$ cat src/rtl/spi_frame_pkg.sv
// Shared definitions for the SPI frame codec: FSM state encoding, frame
// error codes, byte width and small elaboration-time helpers.
package spi_frame_pkg;

  localparam int unsigned BYTE_W = 8;

  typedef enum logic [2:0] {
    ST_IDLE  = 3'd0,
    ST_CMD   = 3'd1,
    ST_ADDR  = 3'd2,
    ST_DATA  = 3'd3,
    ST_DRAIN = 3'd4
  } state_t;

  localparam logic [1:0] ERR_NONE     = 2'd0;
  localparam logic [1:0] ERR_SHORT    = 2'd1;
  localparam logic [1:0] ERR_OVERFLOW = 2'd2;
  localparam logic [1:0] ERR_UNDERRUN = 2'd3;

  // Bit index of the read flag: MSB of the command field.
  function automatic int unsigned read_bit(input int unsigned cmd_bytes);
    return cmd_bytes * BYTE_W - 1;
  endfunction

  function automatic int unsigned max3(input int unsigned a, input int unsigned b,
                                       input int unsigned c);
    int unsigned m;
    m = (a > b) ? a : b;
    return (m > c) ? m : c;
  endfunction

endpackage

$ cat src/rtl/spi_tx_shifter.sv
// Read-data serialiser: loads one DATA_BYTES word and shifts it out MSB-first,
// one byte per pop. Shifting fills with zeros, so an empty shifter shows 0x00.
// Ports:
//   clk, resetn      clock, synchronous active-low reset
//   clr              drop any loaded word (frame boundaries)
//   load, load_data  load a full word; wins over a simultaneous pop
//   pop              serial side consumed tx_byte
//   tx_byte          current outgoing byte (top byte of the register)
//   empty_c          no bytes left in the current word
//   last_pop_c       this pop consumes the final byte of the word
module spi_tx_shifter
  import spi_frame_pkg::*;
#(
  parameter int unsigned DATA_BYTES = 5
) (
  input  logic                         clk,
  input  logic                         resetn,
  input  logic                         clr,
  input  logic                         load,
  input  logic [DATA_BYTES*BYTE_W-1:0] load_data,
  input  logic                         pop,
  output logic [BYTE_W-1:0]            tx_byte,
  output logic                         empty_c,
  output logic                         last_pop_c
);

  localparam int unsigned DATA_W = DATA_BYTES * BYTE_W;
  localparam int unsigned CNT_W  = $clog2(DATA_BYTES + 1);

  logic [DATA_W-1:0] data_q;
  logic [CNT_W-1:0]  cnt_q;

  // Word register and remaining-byte counter.
  always_ff @(posedge clk) begin
    if (!resetn || clr) begin
      data_q <= '0;
      cnt_q  <= '0;
    end else if (load) begin
      data_q <= load_data;
      cnt_q  <= CNT_W'(DATA_BYTES);
    end else if (pop && cnt_q != '0) begin
      data_q <= data_q << BYTE_W;
      cnt_q  <= cnt_q - CNT_W'(1);
    end
  end

  assign tx_byte    = data_q[DATA_W-1 -: BYTE_W];
  assign empty_c    = (cnt_q == '0);
  assign last_pop_c = pop & ~load & (cnt_q == CNT_W'(1));

endmodule

$ cat src/rtl/spi_frame_codec.sv
// SPI frame assembler/disassembler between the byte-level SPI controller and
// the register fabric. A chip-select frame is command, address, then up to
// MAX_BURST data words with address auto-increment; reads are prefetched and
// serialised through spi_tx_shifter.
// Ports:
//   clk, resetn          clock, synchronous active-low reset
//   spi_scsn             chip select (active low, already synchronised)
//   rx_byte, rx_valid    received byte stream
//   tx_byte, tx_pop      outgoing byte and its consume strobe
//   cmd, cmd_valid       latched command (MSB set = read) and completion pulse
//   addr                 current word address, wraps at 2^(ADDR_BYTES*8)
//   wr_data, wr_valid    assembled write word and its pulse
//   rd_req               request for the word at addr
//   rd_data, rd_ack      read word return, any latency >= 1
//   frame_done, frame_err end-of-frame pulse and error code (held until next frame end)
module spi_frame_codec
  import spi_frame_pkg::*;
#(
  parameter int unsigned CMD_BYTES  = 2,
  parameter int unsigned ADDR_BYTES = 1,
  parameter int unsigned DATA_BYTES = 5,
  parameter int unsigned MAX_BURST  = 4
) (
  input  logic                         clk,
  input  logic                         resetn,
  input  logic                         spi_scsn,
  input  logic [BYTE_W-1:0]            rx_byte,
  input  logic                         rx_valid,
  output logic [BYTE_W-1:0]            tx_byte,
  input  logic                         tx_pop,
  output logic [CMD_BYTES*BYTE_W-1:0]  cmd,
  output logic                         cmd_valid,
  output logic [ADDR_BYTES*BYTE_W-1:0] addr,
  output logic [DATA_BYTES*BYTE_W-1:0] wr_data,
  output logic                         wr_valid,
  output logic                         rd_req,
  input  logic [DATA_BYTES*BYTE_W-1:0] rd_data,
  input  logic                         rd_ack,
  output logic                         frame_done,
  output logic [1:0]                   frame_err
);

  localparam int unsigned CMD_W    = CMD_BYTES * BYTE_W;
  localparam int unsigned ADDR_W   = ADDR_BYTES * BYTE_W;
  localparam int unsigned DATA_W   = DATA_BYTES * BYTE_W;
  localparam int unsigned SH_W     = max3(CMD_W, ADDR_W, DATA_W);
  localparam int unsigned CNT_W    = $clog2(max3(CMD_BYTES, ADDR_BYTES, DATA_BYTES) + 1);
  localparam int unsigned WCNT_W   = $clog2(MAX_BURST + 1);
  localparam int unsigned READ_IDX = read_bit(CMD_BYTES);

  state_t              state_q, state_d;
  logic                cs_q;
  logic [CNT_W-1:0]    bcnt_q;
  logic [WCNT_W-1:0]   wcnt_q;
  logic [SH_W-1:0]     sh_q, sh_nxt;
  logic                err_ovf_q, err_und_q, rd_pend_q;

  logic cs_fall_c, cs_rise_c, byte_in_c, is_read_c, field_last_c, short_c;
  logic start_c, end_c, cmd_done_c, addr_done_c, wr_done_c, rd_next_c, word_inc_c;
  logic load_c, und_c, tx_empty_c, last_pop_c;
  logic [1:0] err_c;

  // Only a genuine high->low transition starts a frame; a CS rise drops any
  // byte arriving in the same cycle.
  assign cs_fall_c = cs_q & ~spi_scsn;
  assign cs_rise_c = ~cs_q & spi_scsn;
  assign byte_in_c = rx_valid & ~cs_rise_c;
  assign is_read_c = cmd[READ_IDX];
  assign sh_nxt    = (sh_q << BYTE_W) | SH_W'(rx_byte);
  assign load_c    = rd_ack & rd_pend_q & (state_q == ST_DATA) & ~cs_rise_c;
  assign und_c     = tx_pop & tx_empty_c & is_read_c & (state_q == ST_DATA);

  // Last byte of the field currently being received.
  always_comb begin
    field_last_c = 1'b0;
    unique case (state_q)
      ST_CMD:  field_last_c = (bcnt_q == CNT_W'(CMD_BYTES - 1));
      ST_ADDR: field_last_c = (bcnt_q == CNT_W'(ADDR_BYTES - 1));
      ST_DATA: field_last_c = (bcnt_q == CNT_W'(DATA_BYTES - 1));
      default: field_last_c = 1'b0;
    endcase
  end

  assign short_c = (state_q == ST_CMD) || (state_q == ST_ADDR) ||
                   ((state_q == ST_DATA) && (bcnt_q != '0));

  // State register.
  always_ff @(posedge clk) begin
    if (!resetn) state_q <= ST_IDLE;
    else         state_q <= state_d;
  end

  // Next state and per-cycle strobes; a CS rise overrides all field activity.
  always_comb begin
    state_d     = state_q;
    start_c     = 1'b0;
    end_c       = 1'b0;
    cmd_done_c  = 1'b0;
    addr_done_c = 1'b0;
    wr_done_c   = 1'b0;
    rd_next_c   = 1'b0;
    word_inc_c  = 1'b0;
    err_c       = ERR_NONE;
    if (state_q != ST_IDLE && cs_rise_c) begin
      state_d = ST_IDLE;
      end_c   = 1'b1;
      if (err_und_q || und_c) err_c = ERR_UNDERRUN;
      else if (err_ovf_q)     err_c = ERR_OVERFLOW;
      else if (short_c)       err_c = ERR_SHORT;
    end else begin
      unique case (state_q)
        ST_IDLE: if (cs_fall_c) begin
          state_d = ST_CMD;
          start_c = 1'b1;
        end
        ST_CMD: if (byte_in_c && field_last_c) begin
          cmd_done_c = 1'b1;
          state_d    = ST_ADDR;
        end
        ST_ADDR: if (byte_in_c && field_last_c) begin
          addr_done_c = 1'b1;
          state_d     = ST_DATA;
        end
        ST_DATA: begin
          if (!is_read_c) begin
            if (byte_in_c && field_last_c) begin
              wr_done_c  = 1'b1;
              word_inc_c = 1'b1;
              if (wcnt_q == WCNT_W'(MAX_BURST - 1)) state_d = ST_DRAIN;
            end
          end else if (last_pop_c) begin
            word_inc_c = 1'b1;
            if (wcnt_q == WCNT_W'(MAX_BURST - 1)) state_d = ST_DRAIN;
            else                                  rd_next_c = 1'b1;
          end
        end
        ST_DRAIN: state_d = ST_DRAIN;
        default:  state_d = ST_IDLE;
      endcase
    end
  end

  // Datapath, counters, error latches and registered outputs.
  always_ff @(posedge clk) begin
    if (!resetn) begin
      cs_q       <= 1'b0;
      bcnt_q     <= '0;
      wcnt_q     <= '0;
      sh_q       <= '0;
      err_ovf_q  <= 1'b0;
      err_und_q  <= 1'b0;
      rd_pend_q  <= 1'b0;
      cmd        <= '0;
      cmd_valid  <= 1'b0;
      addr       <= '0;
      wr_data    <= '0;
      wr_valid   <= 1'b0;
      rd_req     <= 1'b0;
      frame_done <= 1'b0;
      frame_err  <= ERR_NONE;
    end else begin
      cs_q       <= spi_scsn;
      cmd_valid  <= cmd_done_c;
      wr_valid   <= wr_done_c;
      rd_req     <= (addr_done_c & is_read_c) | rd_next_c;
      frame_done <= end_c;
      if (end_c) frame_err <= err_c;

      if (start_c || end_c) bcnt_q <= '0;
      else if (byte_in_c && (state_q == ST_CMD || state_q == ST_ADDR || state_q == ST_DATA))
        bcnt_q <= field_last_c ? '0 : bcnt_q + CNT_W'(1);

      if (byte_in_c) sh_q <= sh_nxt;
      if (cmd_done_c) cmd <= sh_nxt[CMD_W-1:0];
      if (wr_done_c)  wr_data <= sh_nxt[DATA_W-1:0];

      // Write words advance the address the cycle after wr_valid; reads
      // advance together with the follow-on rd_req.
      if (addr_done_c)                addr <= sh_nxt[ADDR_W-1:0];
      else if (wr_valid || rd_next_c) addr <= addr + ADDR_W'(1);

      if (start_c || end_c)  wcnt_q <= '0;
      else if (word_inc_c)   wcnt_q <= wcnt_q + WCNT_W'(1);

      if (start_c || end_c) begin
        err_ovf_q <= 1'b0;
        err_und_q <= 1'b0;
      end else begin
        if (state_q == ST_DRAIN && byte_in_c) err_ovf_q <= 1'b1;
        if (und_c)                            err_und_q <= 1'b1;
      end

      if (start_c || end_c || load_c)                 rd_pend_q <= 1'b0;
      else if ((addr_done_c & is_read_c) | rd_next_c) rd_pend_q <= 1'b1;
    end
  end

  spi_tx_shifter #(
    .DATA_BYTES (DATA_BYTES)
  ) u_tx_shifter (
    .clk        (clk),
    .resetn     (resetn),
    .clr        (start_c | end_c),
    .load       (load_c),
    .load_data  (rd_data),
    .pop        (tx_pop),
    .tx_byte    (tx_byte),
    .empty_c    (tx_empty_c),
    .last_pop_c (last_pop_c)
  );

endmodule

$ cat config.mk
export PLATFORM = sky130hd
export DESIGN_NAME = spi_frame_codec
export DESIGN_NICKNAME = d
export VERILOG_FILES = /design/src/rtl/spi_frame_pkg.sv /design/src/rtl/spi_tx_shifter.sv /design/src/rtl/spi_frame_codec.sv
export SDC_FILE = /design/constraint.sdc
export NUM_CORES = 1
export LEC_CHECK = 0
export ABC_AREA = 1
export CAP_MARGIN = 10
export CORE_MARGIN = 1
export CORE_UTILIZATION = 46
export DETAILED_ROUTE_END_ITERATION = 6
export GPL_ROUTABILITY_DRIVEN = 0
export GPL_TIMING_DRIVEN = 0
export PLACE_DENSITY = 0.76
export SYNTH_ARGS = -nofsm -noshare
export SYNTH_HDL_FRONTEND = slang
export SYNTH_SLANG_ARGS = --single-unit
$ cat constraint.sdc
create_clock -name clk -period 1.6 [get_ports clk]
set_input_delay 0.16 -clock clk [delete_from_list [all_inputs] [get_ports clk]]
set_output_delay 0.16 -clock clk [all_outputs]
set_load 0.03 [all_outputs]
* Word level (Yosys, flattened, before mapping) *
Index checks and enable logic that the tools add are counted.

storage, ports and cells
  input port bits = 54
  logic and storage cells = 125
  bits in read-only memories = 0
  bits in registers = 158
  memories kept = 0
  bits in latches = 0
  RAM bits = 0
  output and inout port bits = 78

operators by class
  muxes and demuxes = 41
  shifts and indexed selects = 0
  divide/modulo/power cells = 0
  add/subtract/negate cells = 4
  equality and inequality tests = 13
  reductions and logical operators = 28
  bitwise operators = 20
  order comparisons = 0
  multiply operators = 0

operator list
  operator             number
  $mux 40              2
  $or 40x8->40         1
  $mux 3               10
  $mux 1               22
  $mux 8               2
  $pmux 3 s5           1
  $and 1x1->1          12
  $eq 3x1->1 const B   3
  $eq 3x2->1 const B   3
  $logic_not 3->1      3
  $reduce_bool 3->1    3
  $add 8x1->8 const B  1
  $logic_or 1x1->1     8
  $reduce_or 2->1      4
  $add 3x1->3 const B  2
  $eq 3x3->1 const B   2
  $logic_and 1x1->1    6
  $mux 2               3
  $not 1->1            5
  $reduce_and 5->1     1
  $ne 2x1->1 const B   2
  $reduce_bool 2->1    2
  $ne 3x2->1 const B   1
  $ne 3x3->1 const B   1
  5 further kinds      6

* Logic depth before layout (Yosys ltp) *
Gate-level depths: netlist of the first run.

  depth after elaboration = 14
  mapped depth = 13
  depth with buffers taken out = 13

* Modules after synthesis *
Synthesis of the first run repeated with hierarchy kept, for this count alone.

second synthesis, totals
  cell total of the unflattened synthesis = 921
  area, all modules = 6849.1 um^2

modules (own cells, without submodules)
  module           area an instance (um^2)  times used  cells an instance  seq. area each (um^2)
  spi_frame_codec  4596.9                   1           594                2302.2
  spi_tx_shifter   2252.2                   1           327                860.8

* Least setup slack after synthesis of the first run *
Ideal clock, no wire load.

  kind = reg2reg
  start point = reg wcnt_q[0]
  end point = reg addr[0]
  library setup time = 112 ps
  slack = 54 ps
  data required time = 1488 ps
  buffers on the path = 0
  data arrival time = 1434 ps
  stages on the path, launching flop included = 11
  clock period less this slack = 1546 ps
  cells stage by stage = dfxtp_1 > ha_1 > ha_1 > nor2_1 > nand2_1 > nor2_1 > nor2_4 > nand2_2 > clkinv_2 > nor2_1 > nor2_1

on the way
  cells in the longest elaborated chain, start to end = 8

RTL lines
  item                         line                    source
  start: declaration           spi_frame_codec.sv:54   logic [WCNT_W-1:0] wcnt_q;
  start signal: assignment     spi_frame_codec.sv:183  else if (word_inc_c) wcnt_q <= wcnt_q + WCNT_W'(1);
  $eq 3x2->1                   spi_frame_codec.sv:133  if (wcnt_q == WCNT_W'(MAX_BURST - 1)) state_d = ST_DRAIN;
  $mux 1                       spi_frame_codec.sv:133
  $mux 1                       spi_frame_codec.sv:131  end else if (last_pop_c) begin
  $mux 1                       spi_frame_codec.sv:125  if (!is_read_c) begin
  $mux 1                       spi_frame_codec.sv:111  unique case (state_q)
  $mux 1                       spi_frame_codec.sv:104  if (state_q != ST_IDLE && cs_rise_c) begin
  $logic_or 1x1->1             spi_frame_codec.sv:180  else if (wr_valid || rd_next_c) addr <= addr + ADDR_W'(1);
  $reduce_bool 2->1 (no line)  --
  end signal: assignment       spi_frame_codec.sv:179  if (addr_done_c) addr <= sh_nxt[ADDR_W-1:0];
  end signal: assignment       spi_frame_codec.sv:180
  end: declaration             spi_frame_codec.sv:33   output logic [ADDR_BYTES*BYTE_W-1:0] addr,

Every way passes these cells.
A chain may end at the register's enable or synchronous reset.

* Worst setup path after layout of the first run *
  start point = reg bcnt_q[0]
  end point = reg wr_data[4]

on the way
  cells in the longest elaborated chain, start to end = 7
  elaborated cells on any way between the ends = 9
  classes of those cells = eq/ne (2); mux (5); reduce/logical (2)

RTL lines
  item                                line                    source
  start: declaration                  spi_frame_codec.sv:53   logic [CNT_W-1:0] bcnt_q;
  start signal: assignment            spi_frame_codec.sv:171  bcnt_q <= field_last_c ? '0 : bcnt_q + CNT_W'(1);
  $eq 3x3->1 (tied with other cells)  spi_frame_codec.sv:79   ST_DATA: field_last_c = (bcnt_q == CNT_W'(DATA_BYTES - 1));
  $pmux 1 s3 (*)                      spi_frame_codec.sv:76   unique case (state_q)
  $logic_and 1x1->1 (*)               spi_frame_codec.sv:126  if (byte_in_c && field_last_c) begin
  $mux 1 (*)                          spi_frame_codec.sv:126
  $mux 1 (*)                          spi_frame_codec.sv:125
  $mux 1 (*)                          spi_frame_codec.sv:111
  $mux 1 (*)                          spi_frame_codec.sv:104
  end signal: assignment              spi_frame_codec.sv:175  if (wr_done_c) wr_data <= sh_nxt[DATA_W-1:0];
  end: declaration                    spi_frame_codec.sv:34   output logic [DATA_BYTES*BYTE_W-1:0] wr_data,

Mark *: on every way between the ends. The rest lies on a longest branch, timed or not.

==> results.md, run 1 <==
- Status: finished, violations left
- Violated checks: negative setup slack
- Proportion of netlist area held by the largest area contributor: 48.7%
- Met1 GRT Util: between 30% and 40%
- CTS max path bufs: 2
- Ys Warns: 0
- Crit path DAT: 2120 ps
- Final hold violations: 0
- Final wirelength: a little under 20,000 µm
- Reg area: between 3000 and 4000 µm²
- Tmin final: 1810 ps
- Die area: 14,600 µm²
- Setup ws final: -205 ps
- Worst reg2reg path depth: 11
- Crit start category: flop
- P per Cell Area: 1080 nW/µm²
- DR DRC count: 0
- Initial antenna violation count: 1
- Nets: roughly 1,100
- Number of DRC markers in iteration 0: a little under 500
- WL per Instance: 15.9 µm
- Fillers: 1,011
- Final setup fails: 94
- Synth area leaders: dfxtp_1, nand2_1, nor2_1, o21ai_0, a21oi_1
- WHS Endpoint: u_tx_shifter.data_q[7]
- Placed Cells: 1,169
- Register area share after synthesis: 48.7%
- Crit-path most repeated cell: nand2_1
- ANT nets after route: 0
- Dpl ws: -606 ps
- Post-synthesis xor/xnor area fraction: 0.808%
- Worst path top cell family by delay: simple AND/OR/NAND/NOR gates
- Root Buffer: clkbuf_16
- First-pass GRT wire length: around 30,000 µm
- Period utilisation layout: 113%
- Critical path type: reg -> reg
- Clock skew: 5.91 ps
- Area leader, netlist: dfxtp_1
- Number of global-route vias before repair: roughly 6,300
- Largest stage delay, worst path: 340 ps
- Total track usage: 26.4%
- Peak supply drop: between 0.6 and 0.7 mV
- H-tree levels: 4
- Num CTS Buffers: 17
- Mapped Area: 6500 µm²
- Final non-filler cell area: just under 10,000 µm²
- Initial Util: 47.0%
- Largest fanout on the critical path: 5
- Worst Hold Launch: rd_data[7]
- Placeable Area: 13,800 µm²
- Row count: 43
- Slowest-stage cell, CP: dfxtp_2
- Clock sinks: 158
- Setup crit end kind: flop
- Largest family of logic cells by synthesized area: simple AND/OR/NAND/NOR gates
- Fmax: 554 MHz
- Layout Cells excl Fill: about 1,200
- RR Startpoint: bcnt_q[0]
- Synth unique cells: 34
- Synth Area per Inst: 7.58 µm²
- Top Ports: around 130
- Synth Area in Compound Gates: 15.7%
- Req. time, crit path: 1910 ps
- RSZ-0062 raised after global routing: yes
- Max_cap viols: 0
- Final core occ: 70.3%
- CTS tree: yes
- Worst Path Buf+Inv: 4
- Number of synthesized flops with an enable pin: 0
- Synth Area in Simple Gates: roughly a quarter
- Clk_lat worst skew: 430 ps
- Hold Crit Class: in -> reg
- Largest net degree at the start of global routing: 17
- Post-synthesis mux area share: less than 1%
- Ys flop type: dfxtp_1
- Reg2reg end: wr_data[4]
- Post-synthesis net count: 920
- Vias: ~6,600
- Port Buffers: 131
- Vias/cell: 5.29
- Die W: approximately 120 µm
- Placed Area: approximately 8000 µm²
- Area Overhead vs Synth: 49.5%
- P_leak: 4.39 nW
- Die span in y: 121 µm
- Multi-input logic area: 3220 µm²
- Fraction of layout cells with a size suffix above 1: 22.5%
- Final Max Slew Viols: 0
- First drt pass iteration count: 5
- Detail Placement HPWL: 11,500 µm
- Register bit total from synthesis: 158
- Global routing's busiest layer: met2
- Met3 Use GR: 6.16%
- Slew HR: 53.8%
- Post-synth ARST share: 0%
- Slew @ Worst Pin: between 600 and 700 ps
- CP Cell Sequence: inv_4 > buf_6 > nand2_1 > nand2_1 > nand3_4 > nand2_8 > buf_4 > nand4_4 > clkbuf_8 > o21ai_1 > a21oi_1
- R2r setup slk: -210 ps
- Syn Inst Count: 858
- Worst hold path depth: 3
- Register clock-pin slew on the reported worst setup and hold paths: 60 ps
- Synth Area in Adders: 1.54%
- Overflow after GRT: 0
- M2 GR Usage: 44.6%
-- kinds of logic (layout without fill, tap and decap cells) --
| group | after synthesis | count (layout) |
|---|---|---|
| simple gates | 355 | 357 |
| compound gates | 194 | 194 |
| flops | 158 | 158 |
| buf+inv | 136 | 339 |
| fa+ha+maj | 8 | 8 |
| xor+xnor | 6 | 6 |
| mux | 1 | 1 |
| other cells | 0 | 1 |
-- layer usage --
| metal | up-vias | share of wire, % |
|---|---|---|
| met5 | - | 0 |
| met4 | 0 | 3.4 |
| met3 | 53 | 5.2 |
| met2 | 231 | 50 |
| met1 | 3112 | 42 |
| li1 | 3179 | - |
-- synthesized netlist by cell type, types with 3 or more instances --
cell type and number:
dfxtp_1 158, buf_4 9, o21ai_0 87, inv_1 73, nor2_1 135, ha_1 8, clkbuf_2 4, xor2_1 6
clkbuf_1 29, nand2_4 3, o21ai_1 11, nor2_4 5, nand3_1 52, nand3b_1 3, nand2_2 4, a21oi_1 61
a31oi_1 32, inv_2 7, nand2_1 141, buf_2 10
-- power breakdown --
group | switching [W] | total [W] | internal, W
logic | 0.00131 | 0.00220 | 0.000896
registers | 0.000155 | 0.00424 | 0.00408
clock network | 0.00160 | 0.00403 | 0.00243
total | 0.00306 | 0.0105 | 0.00741
-- worst max path at each step --
stage / startpoint / slack [ps] / end / cells past startpoint
2_1_floorplan: wcnt_q[0] / 50 / addr[0] / 10
3_3_place_gp: spi_scsn / -560 / wr_data[35] / 9
3_5_place_dp: spi_scsn / -610 / wr_data[4] / 9
4_1_cts: state_q[2] / -70 / addr[4] / 13
5_1_grt: bcnt_q[0] / -240 / wr_data[4] / 11
6_report: bcnt_q[0] / -210 / wr_data[4] / 11
-- stage by stage --
step           total power [W]  hold slack (ps)  TNS (ps)
2_1_floorplan          0.00525              253         0
3_3_place_gp           0.00573              432    -62560
3_5_place_dp           0.00574              436    -63810
4_1_cts                 0.0101              279      -790
5_1_grt                 0.0108              291    -16910
6_report                0.0105              294    -10420
-- tightest hold or removal path, delay by kind of cell --
| family | cells | cell delay (ps) |
|---|---|---|
| compound gates | 1 | 60 |
| simple gates | 1 | 60 |
| buf+inv | 1 | 390 |
-- what timing repair did --
| item | in CTS | in global routing |
|---|---|---|
| pin swaps | 33 | 29 |
| hold buffers | 0 | 0 |
| setup endpoints to repair | 178 | 151 |
| gates resized for setup | 242 | 103 |
| setup buffers | 21 | 8 |
| cloned | 12 | 1 |
-- cell usage in the layout, fill, tap and decap left out, types with 5 or more instances in the layout --
| master | n |
|---|---|
| a21oi_1 | 53 |
| a21oi_2 | 8 |
| a31oi_1 | 32 |
| buf_12 | 7 |
| buf_4 | 29 |
| buf_6 | 10 |
| buf_8 | 6 |
| clkbuf_1 | 16 |
| clkbuf_16 | 17 |
| clkbuf_2 | 8 |
| clkbuf_4 | 6 |
| clkbuf_8 | 13 |
| clkdlybuf4s50_1 | 54 |
| dfxtp_1 | 152 |
| dlygate4sd2_1 | 57 |
| dlymetal6s2s_1 | 20 |
| ha_1 | 6 |
| inv_1 | 68 |
| inv_2 | 6 |
| inv_4 | 5 |
| nand2_1 | 128 |
| nand2_2 | 11 |
| nand2_4 | 7 |
| nand3_1 | 50 |
| nor2_1 | 119 |
| nor2_4 | 17 |
| o21ai_0 | 36 |
| o21ai_1 | 17 |
| o21ai_2 | 45 |
| xor2_1 | 6 |
-- registers in the layout, indices dropped and copies added, names as in the netlist --
register and flops:
u_tx_shifter.data_q 40, wr_data 40, sh_q 32, cmd 16, addr 8, bcnt_q 3, state_q 3, u_tx_shifter.cnt_q 3
wcnt_q 3, frame_err 2, cmd_valid 1, cs_q 1, err_ovf_q 1, err_und_q 1, frame_done 1, rd_pend_q 1
rd_req 1, wr_valid 1
-- cell type report --
type	count	share of cell area [%]
inverters	82	3.48
flip-flops and latches	158	32.7
clock buffers	24	4.96
plain buffers	54	4.25
clock inverters	8	1.09
well taps	180	2.32
repair inverters	1	0.0772
multi-input cells	566	33.1
repair buffers	170	18.0
diodes	1	0.0257
Note: power is estimated with default switching activity, not from simulation.
==> run 2, diff against run 1 <==
Settings changed: SKIP_LAST_GASP set to 1.
==> results.md, run 2 (same netlist as run 1, synthesis figures left out) <==
- Peak supply drop: 0.742 mV
- RR Startpoint: bcnt_q[2]
- Crit path DAT: ~2100 ps
- Final hold violations: 0
- Number of global-route vias before repair: 6,246
- Max_cap viols: 0
- P_leak: 4.45 nW
- First drt pass iteration count: 6
- Register clock-pin slew on the reported worst setup and hold paths: 60 ps
- Detail Placement HPWL: 11,500 µm
- WL per Instance: 17.1 µm
- Final core occ: 72.2%
- Initial antenna violation count: 0
- Number of DRC markers in iteration 0: around 570
- Clk_lat worst skew: 430 ps
- First-pass GRT wire length: 30,200 µm
- Area Overhead vs Synth: 53.6%
- CTS max path bufs: 2
- RSZ-0062 raised after global routing: yes
- Nets: approximately 1,100
- Setup crit end kind: flop
- Final setup fails: 63
- Placed Cells: 1,169
- Total track usage: 26.5%
- Die span in y: 121 µm
- R2r setup slk: -140 ps
- Die W: 121 µm
- ANT nets after route: 0
- CTS tree: yes
- Num CTS Buffers: 17
- WHS Endpoint: u_tx_shifter.data_q[7]
- Placeable Area: approximately 14,000 µm²
- Setup ws final: -135 ps
- Slew HR: 37.3%
- Crit start category: flop
- Fraction of layout cells with a size suffix above 1: 25.4%
- P per Cell Area: 1060 nW/µm²
- Clock sinks: 158
- Most frequent cells in the layout: dfxtp_1, nand2_1, nor2_1
- Violated checks: negative setup slack
- Vias: between 6,000 and 7,000
- Root Buffer: clkbuf_16
- H-tree levels: 4
- Final non-filler cell area: 9980 µm²
- Critical path type: reg -> reg
- Port Buffers: roughly 130
- Worst hold path depth: 3
- Ant. Diodes: 0
- Fillers: between 900 and 1,000
- Most common cell after layout, fill and taps aside: dfxtp_1
- Largest fanout on the critical path: 5
- Placed Area: roughly 8000 µm²
- Clock skew: 12.6 ps
- Vias/cell: about 5.4
- Final Max Slew Viols: 0
- Slew @ Worst Pin: 940 ps
- Design Power: 0.0105 W
- Largest regs: u_tx_shifter.data_q: 40 flops, wr_data: 40 flops, sh_q: 32 flops
- Initial Util: 47.0%
- Final wirelength: 21,300 µm
- Worst reg2reg path depth: 13
- Overflow after GRT: 0
- Reg2reg end: rd_pend_q
- Req. time, crit path: between 1500 and 2000 ps
- Dpl ws: -606 ps
- Largest net degree at the start of global routing: 17
- Row count: 43
- Top Ports: around 130
- Die area: between 10,000 and 15,000 µm²
- DR DRC count: 0
- Tmin final: between 1500 and 2000 ps
- Layout Cells excl Fill: 1,245
- Fmax: 576 MHz
- Hold Crit Class: in -> reg
- Worst Hold Launch: rd_data[7]
- Period utilisation layout: 108%
- Status: finished, violations left
## run 2: cell types whose count changed in the layout (fill, tap and decap cells not counted), moves of 9 or more
cell / change
o21ai_2: -9
o21ai_4: +14
a21oi_2: +24
buf_8: +10
a21oi_1: -25
clkbuf_8: -10
## run 2: power by group
| part | total [W] | switching, W | internal (W) |
|---|---|---|---|
| combinational | 0.00224 | 0.00136 | 0.000882 |
| clock | 0.00405 | 0.00162 | 0.00243 |
| sequential | 0.00426 | 0.000173 | 0.00408 |
| total | 0.0105 | 0.00315 | 0.00739 |
## run 2: timing repair
action / 4_1_cts / 5_1_grt
gates resized for setup: 232 / 173
hold buffers: 0 / 0
setup buffers: 21 / 9
setup endpoints to repair: 178 / 154
cloned: 12 / 2
pin swaps: 33 / 63
## run 2: area by class of cell
type                            count  area (µm²)  area share, %
Buffer                             54         424           4.25
Clock buffer                       24         482           4.83
Clock inverter                      8         106           1.07
Inverter                           82         338           3.38
Multi-Input combinational cell    566        3440           34.5
Sequential cell                   158        3180           31.8
Tap cell                          180         225           2.26
Timing Repair Buffer              172        1780           17.8
Timing Repair inverter              1        7.51         0.0752
## run 2: how the worst max path moves through the flow
stage / from / endpoint / slack, ps / depth (start not counted)
CTS: state_q[2] / addr[0] / -80 / 13
floorplan: wcnt_q[0] / addr[0] / 50 / 10
global route: bcnt_q[1] / addr[4] / -240 / 14
finish: bcnt_q[2] / rd_pend_q / -140 / 13
detailed placement: spi_scsn / wr_data[4] / -610 / 9
global placement: spi_scsn / wr_data[35] / -560 / 9
## run 2: per-stage QoR
step	TNS, ps	hold slack (ps)
global placement	-62560	432
global route	-11370	291
finish	-4880	293
CTS	-910	279
detailed placement	-63810	436
floorplan	0	253
## run 2: layer usage
metal	part of all wire, %	routed length [µm]	global-route usage (%)
met5	0	0	0
met4	4.3	918	11.3
met3	5.4	1140	6.20
met2	49	10500	44.7
met1	41	8730	32.2
## run 2: critical path, stage by stage (launching register included)
cell and delay [ps]:
dfxtp_2 400, inv_1 100, nand2_1 120, nand2_4 70, nand3_4 90, nand2_8 90, buf_12 140, nand3_4 90
inv_4 60, buf_4 130, nand2_2 80, nand2_1 70, o21ai_1 130, inv_1 50
==> run 3, diff against run 2 <==
Settings changed: CORE_UTILIZATION 46 to 30, PLACE_DENSITY 0.76 to not set.
==> results.md, run 3 (same netlist as run 1, synthesis figures left out) <==
- Internal power: 0.00733 W
- Nets: 1,111
- Final hold violations: 0
- Req. time, crit path: around 1900 ps
- Largest regs: u_tx_shifter.data_q: 40 flops, wr_data: 40 flops, sh_q: 32 flops
- Fmax: around 590 MHz
- Die W: 149 µm
- Vias/cell: 4.63
- Crit path DAT: roughly 2000 ps
- Fillers: 2,119
- Final core occ: approximately 46%
- Reg area: about 3200 µm²
- First-pass GRT wire length: 29,700 µm
- Hold Crit Class: in -> reg
- M2 GR Usage: 28.0%
- Met3 Use GR: about 2.8%
- Fraction of layout cells with a size suffix above 1: 20.3%
- WHS: 290 ps
- Final setup fails: 53
- DR DRC count: 0
- Total track usage: 17.0%
- Num CTS Buffers: 17
- ANT nets after route: 0
- Final non-filler cell area: 9690 µm²
- Flop pwr share: 40.9%
- Logic pwr share: 19.5%
- Max_cap viols: 0
- Initial antenna violation count: 0
- CP Cell Sequence: inv_2 > ha_4 > inv_2 > nor2_4 > nand2_2 > nand2_4 > buf_6 > nand4_4 > clkbuf_8 > o21ai_1 > a21oi_1
- Overflow after GRT: 0
- Violated checks: negative setup slack
- Switching part of the total: 28.8%
- Ant. Diodes: 0
- CTS tree: yes
- Peak supply drop: 0.543 mV
- Setup ws final: -89.1 ps
- Placed Area: 8160 µm²
- Area Overhead vs Synth: 49.0%
- Clock sinks: roughly 160
- Met1 GRT Util: between 20% and 30%
- WL per Instance: between 10 and 15 µm
- P_leak: 4.40 nW
- Number of DRC markers in iteration 0: approximately 370
- Crit start category: flop
- Clk_lat worst skew: 430 ps
- First drt pass iteration count: 5
- Critical path type: reg -> reg
- Clock skew: around 19 ps
- Most common cell after layout, fill and taps aside: dfxtp_1
- Switching power: 0.00297 W
- H-tree levels: 4
- Period utilisation layout: 106%
- P per Cell Area: 1060 nW/µm²
- Largest net degree at the start of global routing: 17
- CTS Hold Bufs: 0
- Slew HR: roughly three fifths
- Row count: between 50 and 60
- Dpl ws: -778 ps
- Number of global-route vias before repair: 5,867
- Clock power share: 39.5%
- Vias: about 6,200
- Detail Placement HPWL: 12,700 µm
- RSZ-0062 raised after global routing: yes
- R2r setup slk: -90 ps
- Placeable Area: 21,200 µm²
- Slew @ Worst Pin: approximately 630 ps
- Initial Util: 30.7%
- Global routing's busiest layer: met2
- Die span in y: 149 µm
- Top Ports: between 100 and 150
- CTS max path bufs: 2
- Slowest-stage cell, CP: dfxtp_2
- Port Buffers: roughly 130
- Status: finished, violations left
- Register clock-pin slew on the reported worst setup and hold paths: 70 ps
- Multi-input logic area: 3100 µm²
- Setup crit end kind: flop
- Largest fanout on the critical path: 5
- Most frequent cells in the layout: dfxtp_1, nand2_1, nor2_1
- Largest stage delay, worst path: 330 ps
- Root Buffer: clkbuf_16
- Final Max Slew Viols: 0
- Tmin final: 1690 ps
- Crit-path most repeated cell: inv_2
- Die area: 22,300 µm²
- Final wirelength: 18,500 µm
## run 3: changes by cell type in the layout (fill, tap and decap cells not counted), moves of 4 or more
cell,previous run,this run
a21oi_1,28,57
a21oi_2,32,4
o21ai_1,9,26
o21ai_4,14,1
buf_8,16,6
buf_6,11,18
clkbuf_8,3,8
inv_6,2,7
nand2_1,127,132
clkbuf_1,16,12
o21ai_2,36,32
## run 3: cell type report
cell class | instances | area share (%)
multi-input combinational | 566 | 32.0
tap | 275 | 3.55
clock buffer | 21 | 4.75
buffer | 54 | 4.41
sequential | 158 | 32.8
clock inverter | 11 | 1.33
timing repair buffer | 170 | 17.8
inverter | 82 | 3.44
## run 3: metal layers
layer  wire length, µm  vias up
met5                 0        -
met4               293        0
met3               588       19
met2              8990      124
met1              8670     2859
li1                  -     3187
## run 3: final timing paths
check | from | endpoint | cells past startpoint
worst max-delay path | bcnt_q[0] | wr_data[33] | 11
worst min-delay path | rd_data[2] | u_tx_shifter.data_q[2] | 3
worst max register to register | bcnt_q[0] | wr_data[33] | 11
worst min register to register | wr_data[32] | wr_data[32] | 2
## run 3: timing repair
item,CTS,global route
setup buffers,25,5
endpoints found under the setup margin,199,161
cloned,10,1
pin swaps,30,32
gates resized for setup,214,106
## run 3: worst max-delay path, delay by kind of cell (launching register included)
kind | cells | cell delay, ps
compound gates | 2 | 190
buf+inv | 4 | 470
flops | 1 | 330
fa+ha+maj | 1 | 120
simple gates | 4 | 460
## run 3: through the flow
stage,std cells,power [W],setup TNS (ps)
after global routing,1337,0.0108,-9080
after detailed placement,1264,0.00577,-73810
final,1337,0.0103,-2080
after CTS,1331,0.0102,-2350
after global placement,1264,0.00576,-69170
after floorplan,858,0.00525,0
## run 3: power by group through the flow
| stage | Combinational, W | Sequential, W | Clock [W] |
|---|---|---|---|
| global route | 0.00221 | 0.00423 | 0.00435 |
| global placement | 0.00148 | 0.00428 | 0 |
| floorplan | 0.000935 | 0.00432 | 0 |
| finish | 0.00201 | 0.00422 | 0.00407 |
| CTS | 0.00183 | 0.00420 | 0.00416 |
| detailed placement | 0.00149 | 0.00428 | 0 |
==> patch (config.mk and constraints of run 3) <==
Set the parameter `CMD_BYTES` to 4 (it was 2).
--- a/src/rtl/spi_frame_codec.sv
+++ b/src/rtl/spi_frame_codec.sv
@@ -18,3 +18,3 @@
 #(
-  parameter int unsigned CMD_BYTES  = 2,
+  parameter int unsigned CMD_BYTES  = 4,
   parameter int unsigned ADDR_BYTES = 1,
Interface: changed (resized cmd); port bits go from 132 to 148. No check against the original RTL was run, so the function may have changed too.
==> patch against run 3 <==
The flow still finishes with violations (setup timing). Highest routed layer unchanged. Maximum frequency is 3.2% lower. Design area grew 14%. Sequential cell count increased by 16. Via count up 13%. Setup slack got worse by 56 ps. Count of clock-buffer cells in the layout is 4 lower. Wire length up 20%. Total power grew 18%. Final cell count up 9.6%. Synthesized area rose by 8.5%. Global-route usage increased by 0.75 points. Clock skew decreased by 0.91 ps. Largest cell class is now multi-input gates. Combinational power up 47%.
==> patch: results (changes against run 3) <==
** Status
- The run finished, with violations left.
- Violated checks :: setup timing

** GRT
- Number of global-route vias before repair :: 6,410 (+9.3%)

** Routing
- Total routed wirelength :: 22.2 mm (+20%)
- Number of DRC markers in iteration 0 :: 302 (-18%)
- Post-detailed-route via-to-cell ratio :: 4.77 (+3.0%)
- The detailed-route wire length per cell was 15.1 µm (+9.1%).

** Layout
- The layout clock buffer count came to 17 (-19%).
- The sequential cell count came to 174 (+10%).
- Multi-input combinational cell area :: 3740 µm² (+21%)
- Compared with the post-synthesis result, the final layout area differs by 57.2%.
- Ratio of cells with drive above 1 in the final layout :: 0.294 (+0.0909)
- The combined flip-flop and latch cell area was 3500 µm² (+10%).
- The total of fill cells in the finished design was 2,236 (+5.5%).

** Synthesis
- The number of instances in the synthesized netlist came to 914 (+6.5%).
- Portion of the post-synthesis area used by sequential elements :: 0.494 (+0.00752)
- By area the synthesized netlist is led by dfxtp_1 (49%), nand2_1 (8.3%), a21oi_1 (6.5%).
- Yosys cell types :: 35 (+2.9%)

** Power
- The worst supply voltage drop on vdd was 0.774 mV (+43%).
- The net switching power of the design was 3.96 mW (+33%).
- Power density normalized to cell area :: 1090 nW/µm² (+2.8%)
- Relative contribution of sequential cells to total power :: 0.386 (-0.023)

** Timing
- Headroom to the max-slew limit :: 0.549 (-0.0342)
- The least setup slack across all paths after layout was -146 ps (-56.5 ps).
- The largest clock skew in the final design came to 17.9 ps (-0.909 ps).
- Final setup vio count :: 82 (+55%)

** Floorplanning
- Site Rows :: 55 (+3.8%)

** Critical path
- Largest fanout on the critical path :: 7 (+2)

** Place
- Port Buffer Count :: 147 (+12%)
- The placement-stage cell area was 8910 µm² (+9.3%).
- Placed insts :: 1,374 (+8.7%)
## patch: worst paths after layout
kind,startpoint,endpoint,slack [ps],depth (start not counted)
max,bcnt_q[0],addr[5],-150,14
min,spi_scsn,cs_q,3,3
max reg2reg,bcnt_q[0],addr[5],-150,14
min reg2reg,wr_data[6],wr_data[6],440,2
## patch: worst max-delay path, delay by kind of cell, from the launching register on
family                     cells  cell delay (ps)
DFF                            1              330
and+or+nand+nor                8              790
adders and majority gates      1              130
buffers and inverters          5              400
## patch: kinds of logic (layout without fill, tap and decap cells)
kind of cell | after synthesis | after routing | share of synthesized area
AO/OA/AOI/OAI | 219 | 219 | 0.163
XOR/XNOR | 6 | 6 | 0.00746
adder cells (fa/ha/maj) | 8 | 8 | 0.0142
buffers and inverters | 143 | 376 | 0.0953
flip-flops | 174 | 174 | 0.494
AND/OR/NAND/NOR | 364 | 369 | 0.226
## patch: metrics by stage
| stage | TNS, ps | worst slack (ps) |
|---|---|---|
| 2_1_floorplan | 0 | 17.4 |
| 3_3_place_gp | -78820 | -624 |
| 3_5_place_dp | -81400 | -663 |
| 4_1_cts | -8620 | -178 |
| 5_1_grt | -13950 | -237 |
| 6_report | -6990 | -146 |
## patch: metal layers
layer | global-route usage | vias to the layer above | share of wire
li1 | - | 3468 | -
met1 | 0.230 | 3303 | 0.45
met2 | 0.293 | 192 | 0.48
met3 | 0.0421 | 23 | 0.050
met4 | 0.0546 | 0 | 0.015
met5 | 0 | - | 0
## patch: timing repair
action / CTS / global route
endpoints found under the setup margin: 226 / 142
resized for setup: 280 / 138
cloned: 16 / 5
buffers inserted: 19 / 20
pin swaps: 43 / 40
